File: config.mk
export PLATFORM = sky130hd
export DESIGN_NAME = audio_send
export DESIGN_NICKNAME = d
export VERILOG_FILES = /design/src/rtl/audio_send.sv
export SDC_FILE = /design/constraint.sdc
export NUM_CORES = 1
export LEC_CHECK = 0
export BUFFER_PORTS_ARGS = -buffer_cell sky130_fd_sc_hd__buf_2
export CORE_MARGIN = 1
export CORE_UTILIZATION = 35
export CTS_BUF_LIST = sky130_fd_sc_hd__clkbuf_4
export CTS_CLUSTER_SIZE = 40
export DETAILED_ROUTE_END_ITERATION = 8
export PLACE_DENSITY = 0.57
export RECOVER_POWER = 100
export SYNTH_ARGS = -nofsm -noshare
export SYNTH_HDL_FRONTEND = slang
export SYNTH_SLANG_ARGS = --single-unit
export TNS_END_PERCENT = 30
File: constraint.sdc
create_clock -name aud_bclk -period 3 [get_ports aud_bclk]
set_clock_uncertainty 0.1 [all_clocks]
set_input_delay 0.3 -clock aud_bclk [delete_from_list [all_inputs] [get_ports aud_bclk]]
set_output_delay 0.3 -clock aud_bclk [all_outputs]
set_load 0.05 [all_outputs]
File: src/rtl/audio_send.sv
// Serial audio DAC sender: buffers up to two samples and shifts one word per
// aud_lrc half-frame out on aud_dacdat, MSB first, timed to the codec bit clock.
module audio_send #(
  parameter logic [5:0] WL = 6'd32
) (
  input  logic        aud_bclk,
  input  logic        rst,
  input  logic        aud_lrc,
  input  logic [31:0] dac_data,
  input  logic        dac_valid,
  output logic        dac_ready,
  output logic        aud_dacdat,
  output logic        tx_done,
  output logic        tx_chan,
  output logic        underrun
);

  logic          lrc_d0;
  logic          lrc_edge;
  logic [WL-1:0] fifo_mem [2];
  logic          rd_ptr;
  logic          wr_ptr;
  logic [1:0]    count;
  logic          push;
  logic          pop;
  logic [WL-1:0] shreg;
  logic [5:0]    tx_cnt;
  logic          active;

  // Handshake: a sample transfers on any rising edge where dac_valid and
  // dac_ready are both high; dac_ready depends only on the FIFO count.
  assign lrc_edge  = aud_lrc ^ lrc_d0;
  assign dac_ready = (count != 2'd2);
  assign push      = dac_valid && dac_ready;
  // An empty FIFO is never popped, even if a push lands on the same edge.
  assign pop       = lrc_edge && (count != 2'd0);
  assign active    = (tx_cnt < WL);

  always_ff @(posedge aud_bclk or posedge rst) begin
    if (rst) begin
      lrc_d0 <= 1'b0;
    end else begin
      lrc_d0 <= aud_lrc;
    end
  end

  always_ff @(posedge aud_bclk or posedge rst) begin
    if (rst) begin
      count       <= 2'd0;
      rd_ptr      <= 1'b0;
      wr_ptr      <= 1'b0;
      fifo_mem[0] <= '0;
      fifo_mem[1] <= '0;
    end else begin
      if (push) begin
        fifo_mem[wr_ptr] <= dac_data[WL-1:0];
        wr_ptr           <= ~wr_ptr;
      end
      if (pop) begin
        rd_ptr <= ~rd_ptr;
      end
      case ({push, pop})
        2'b10:   count <= count + 2'd1;
        2'b01:   count <= count - 2'd1;
        default: count <= count;
      endcase
    end
  end

  // A frame edge always restarts the word, truncating any word still in flight.
  always_ff @(posedge aud_bclk or posedge rst) begin
    if (rst) begin
      shreg    <= '0;
      tx_cnt   <= WL;
      tx_chan  <= 1'b0;
      tx_done  <= 1'b0;
      underrun <= 1'b0;
    end else begin
      tx_done  <= 1'b0;
      underrun <= 1'b0;
      if (lrc_edge) begin
        tx_cnt  <= 6'd0;
        tx_chan <= aud_lrc;
        if (count != 2'd0) begin
          shreg <= fifo_mem[rd_ptr];
        end else begin
          shreg    <= '0;
          underrun <= 1'b1;
        end
      end else if (active) begin
        shreg   <= shreg << 1;
        tx_cnt  <= tx_cnt + 6'd1;
        tx_done <= (tx_cnt == WL - 6'd1);
      end
    end
  end

  // Data launches on the falling edge so the codec samples it mid-bit.
  always_ff @(negedge aud_bclk or posedge rst) begin
    if (rst) begin
      aud_dacdat <= 1'b0;
    end else begin
      aud_dacdat <= active ? shreg[WL-1] : 1'b0;
    end
  end

endmodule

# Word-level counts from Yosys, hierarchy flattened
# Cells that the tools add are included.
[classes]
addsub = 3
n_mul = 0
div = 0
order_cmp = 4
n_eq_ne = 4
shifts = 0
mux = 17
bitwise = 5
reduce_logical = 6
[op_table]
columns = ["cell", "n"]
rows = [
  ["2-to-1 mux 32 bit", 7],
  ["bitwise mux 64 bit", 1],
  ["demux 32 bit (select 1 bit)", 1],
  ["2-to-1 mux 6 bit", 2],
  ["adder 6 x 1 -> 6 bit (second input constant)", 1],
  ["equality test 6 x 5 -> 1 bit (second input constant)", 1],
  ["< comparator 6 bit (second input constant)", 1],
  ["nonzero test 2 bit", 3],
  ["2-to-1 mux 1 bit", 5],
  ["greater-or-equal comparator 2 bit (second input constant)", 2],
  ["inverter 1 -> 2 bit", 2],
  ["one-hot mux 2 bit (2 select lines)", 1],
  ["logical AND 1 bit", 3],
  ["adder 2 x 1 -> 2 bit (second input constant)", 1],
  ["equality test 2 x 1 -> 1 bit (second input constant)", 1],
  ["equality test 2 bit (second input constant)", 1],
  ["< comparator 2 x 1 -> 1 bit (second input constant)", 1],
  ["inequality test 2 bit (second input constant)", 1],
  ["inverter 1 bit", 2],
  ["subtractor 2 x 1 -> 2 bit (second input constant)", 1],
  ["XOR 1 bit", 1],
]
[word_totals]
reg_bits = 111
latchBits = 0
ram_bits = 0
rom_bits = 0
inputBits = 36
out_inout_bits = 5
wordCells = 51
n_memories = 0

# Longest topological paths before layout
[logic_depth]
word_depth = 6
mapped_depth = 8
ltp_nobuf = 7

==> impl_metrics.py <==
metrics = {
    "outcome": {
        "status": "completed",
    },
    "power": {
        "p_sw_frac": 0.334,
        "p_int_mw": 3.25,
        "pwr-share-clk": 0.137,
        "combPwrFrac": 0.334,
        "switchingPower_mw": 1.63,
        "p_per_area_nw_per_um2": 880,
        "total_power_mw": 4.88,
        "pwr-share-seq": 0.529,
        "peakVddDrop_uv": 273,
        "power.static_leakage_nw": 2.39,
    },
    "synth": {
        "yosys_warnings": 0,
        "syn_avg_cell_area_um2": 15.1,
        "synth_commonest_cells": "dfrtp_1, mux2i_1, mux2_4",
        "synth.most_common_cell": "dfrtp_1",
        "syn_inst": 331,
        "synth_edf_count": 0,
        "netlist_area_um2": 4990,
        "ys_top_cells_by_area": "dfrtp_1, mux2_4, mux2i_1",
        "synthDistinctLibCells": 28,
        "synth_seq_cells": 111,
        "yosysSeqAreaShare": 0.557,
        "synth_top_area_frac": 0.547,
        "syn_nets": 369,
        "synth_flop_cell": "dfrtp_1",
        "synthArstFlopShare": 1.00,
        "yosysTopAreaCell": "dfrtp_1",
    },
    "sta": {
        "slew_viol_final": 0,
        "hold_ws_ps": 32.3,
        "tightest_slew_ps": 1490,
        "hold_viol_final": 0,
        "max_slew_margin": 0.00768,
        "setup_viol": 0,
        "setup_slack_ps": 61.4,
        "rsz0062_at_grt": "false",
    },
    "clock_network": {
        "clock-root-buffer": "clkbuf_4",
        "cts_tree": "yes",
        "clock-sinks": 111,
        "cts_buffers": 9,
        "htreeDepth": 3,
        "clk_pin_slew_ps": 160,
        "cts.path.max_buffers": 2,
        "insertion_delay_ps": 450,
    },
    "global_routing": {
        "grt_pass1_wl_um": 15100,
        "grt_max_degree": 65,
        "grtUsageTotal": 0.134,
        "antenna_found_initial": 1,
        "grtUsageMet2": 0.203,
        "busiest_layer": "met2",
        "first_global_vias": 2959,
        "grtUsageMet3": 0.0258,
        "met1_usage": 0.182,
        "overflow": 0,
    },
    "setup_path": {
        "cpLargestDelayFamily": "flip-flops",
        "arrival_ps": 2540,
        "start_kind": "flip-flop",
        "cpMaxStageDelayCell": "dfrtn_1",
        "r2r_slack_ps": 580,
        "max_stage_delay_ps": 410,
        "setup.worst_path.class": "flip-flop to output pin",
        "worstReg2RegStart": "count[0]$_DFFE_PP0P_",
        "path_max_fanout": 1,
        "path_cells": "clkbuf_4",
        "critPathBufInv": 1,
        "cp.required_ps": 2600,
        "critPathLaunch": "aud_dacdat$_DFF_NP0_",
        "cp-end-kind": "output pin",
    },
    "drt": {
        "drt_iter0_markers": 118,
        "via_count": 2804,
        "wl_per_cell_um": 14.8,
        "wirelength_um": 8700,
        "firstDrtPassIters": 4,
        "viasPerCell": 4.77,
        "ant_nets": 0,
        "drcViolationCount": 0,
    },
    "cells_and_area": {
        "register_area_um2": 2780,
        "fillers": 1357,
        "drive_above_1_share": 0.157,
        "multiInputGateArea_um2": 1830,
        "nets": 440,
        "area_delta_synth_final_pct": 11.0,
        "instances_no_fill": 588,
        "fin_util": 0.399,
    },
    "floorplanning": {
        "io-pin-count": 41,
        "die_area_um2": 14700,
        "core_um2": 13900,
        "start_util": 0.360,
        "die_width_um": 121,
        "die_y_um": 121,
        "rows": 43,
    },
    "place": {
        "hpwlAfterDp_um": 5290,
        "port-buffer-count": 40,
        "dp.cells": 537,
        "globalplace.congestion": 0.652,
        "pre_cts_ws_ps": 485,
    },
    "job": {
        "drv_cap": 0,
    },
    "hold_path": {
        "hp-start": "dac_valid",
        "holdCritPathClass": "input port to flip-flop",
    },
}
-- registers in the layout, indices dropped and copies added (netlist names), 2 cells and up --
| register | count |
|---|---|
| count | 2 |
| fifo_mem | 64 |
| shreg | 32 |
| tx_cnt | 6 |
-- power by group through the flow --
stage / Combinational [mW] / Clock (mW) / Sequential (mW)
2_1_floorplan: 1.83 / 0 / 2.52
3_3_place_gp: 2.07 / 0 / 2.62
3_5_place_dp: 2.11 / 0 / 2.65
4_1_cts: 2.15 / 0.702 / 2.61
5_1_grt: 1.82 / 0.747 / 2.68
6_report: 1.63 / 0.667 / 2.58
-- worst paths after layout --
kind / to / cells after the start
max reg2reg: fifo_mem[6]$_DFFE_PP0P_ / 3
min reg2reg: fifo_mem[52]$_DFFE_PP0P_ / 1
max in group asynchronous: rd_ptr$_DFFE_PP0P_ / 5
min: wr_ptr$_DFFE_PP0N_ / 3
max: aud_dacdat / 1
min in group asynchronous: underrun$_DFF_PP0_ / 4
-- layout make-up --
cell class	count	share of cell area
clock buffers	14	0.0190
diodes	1	0.000452
repair buffers	81	0.105
clock inverters	2	0.00135
multi-input cells	197	0.331
flip-flops and latches	111	0.502
well taps	180	0.0406
inverters	2	0.00158
-- cell families (layout without fill, tap and decap cells) --
logic type	count (synthesis)	after routing	share of synthesized area
xor+xnor	10	10	0.0191
fa+ha+maj	2	2	0.00501
flops	111	111	0.557
simple gates	22	22	0.0288
mux	128	128	0.318
compound gates	35	35	0.0441
buf+inv	23	99	0.0283
other cells	0	1	0
-- per-layer routing --
| metal | share of wire | vias to the layer above | routed length [um] |
|---|---|---|---|
| met3 | 0.026 | 13 | 224 |
| met1 | 0.51 | 1417 | 4460 |
| li1 | - | 1342 | - |
| met4 | 0.023 | 0 | 197 |
| met2 | 0.44 | 32 | 3830 |
| met5 | 0 | - | 0 |
-- what timing repair did --
action | 4_1_cts | 5_1_grt
resized for setup | 0 | 1
endpoints found under the setup margin | 0 | 1
buffers inserted | 0 | 0
endpoints found under the hold margin | 112 | 0
hold buffers | 34 | 0
-- cell usage in the layout (no fill, tap or decap) --
cell type	netlist	layout
dfrtp_1	109	108
mux2i_1	64	64
mux2_1	0	59
dlygate4sd3_1	0	34
buf_2	8	33
o22ai_1	32	32
clkbuf_4	0	15
nor2_1	9	9
clkbuf_1	6	7
xnor2_1	5	5
xor2_1	4	4
nand2_1	4	4
mux2_2	4	4
buf_4	0	4
nor2b_1	2	2
nand4b_1	2	2
o21ai_0	1	2
ha_1	2	2
clkinv_1	0	2
clkbuf_2	0	2
diode_2	0	1
nand2b_1	0	1
nand3b_2	0	1
xor2_4	0	1
nand3_2	0	1
inv_1	2	1
nor3b_1	1	1
and3_1	1	1
clkinvlp_2	0	1
a31oi_1	1	1
mux2_4	60	1
dfrtn_1	1	1
dfrtp_2	0	1
dfstp_1	0	1
-- per-stage QoR --
stage	cell area [um^2]	TNS, ps
4_1_cts	5800	0
5_1_grt	5540	0
3_3_place_gp	5350	0
2_1_floorplan	4990	-142
3_5_place_dp	5350	0
6_report	5540	0
No activity file was read; power rests on OpenSTA's default activity.
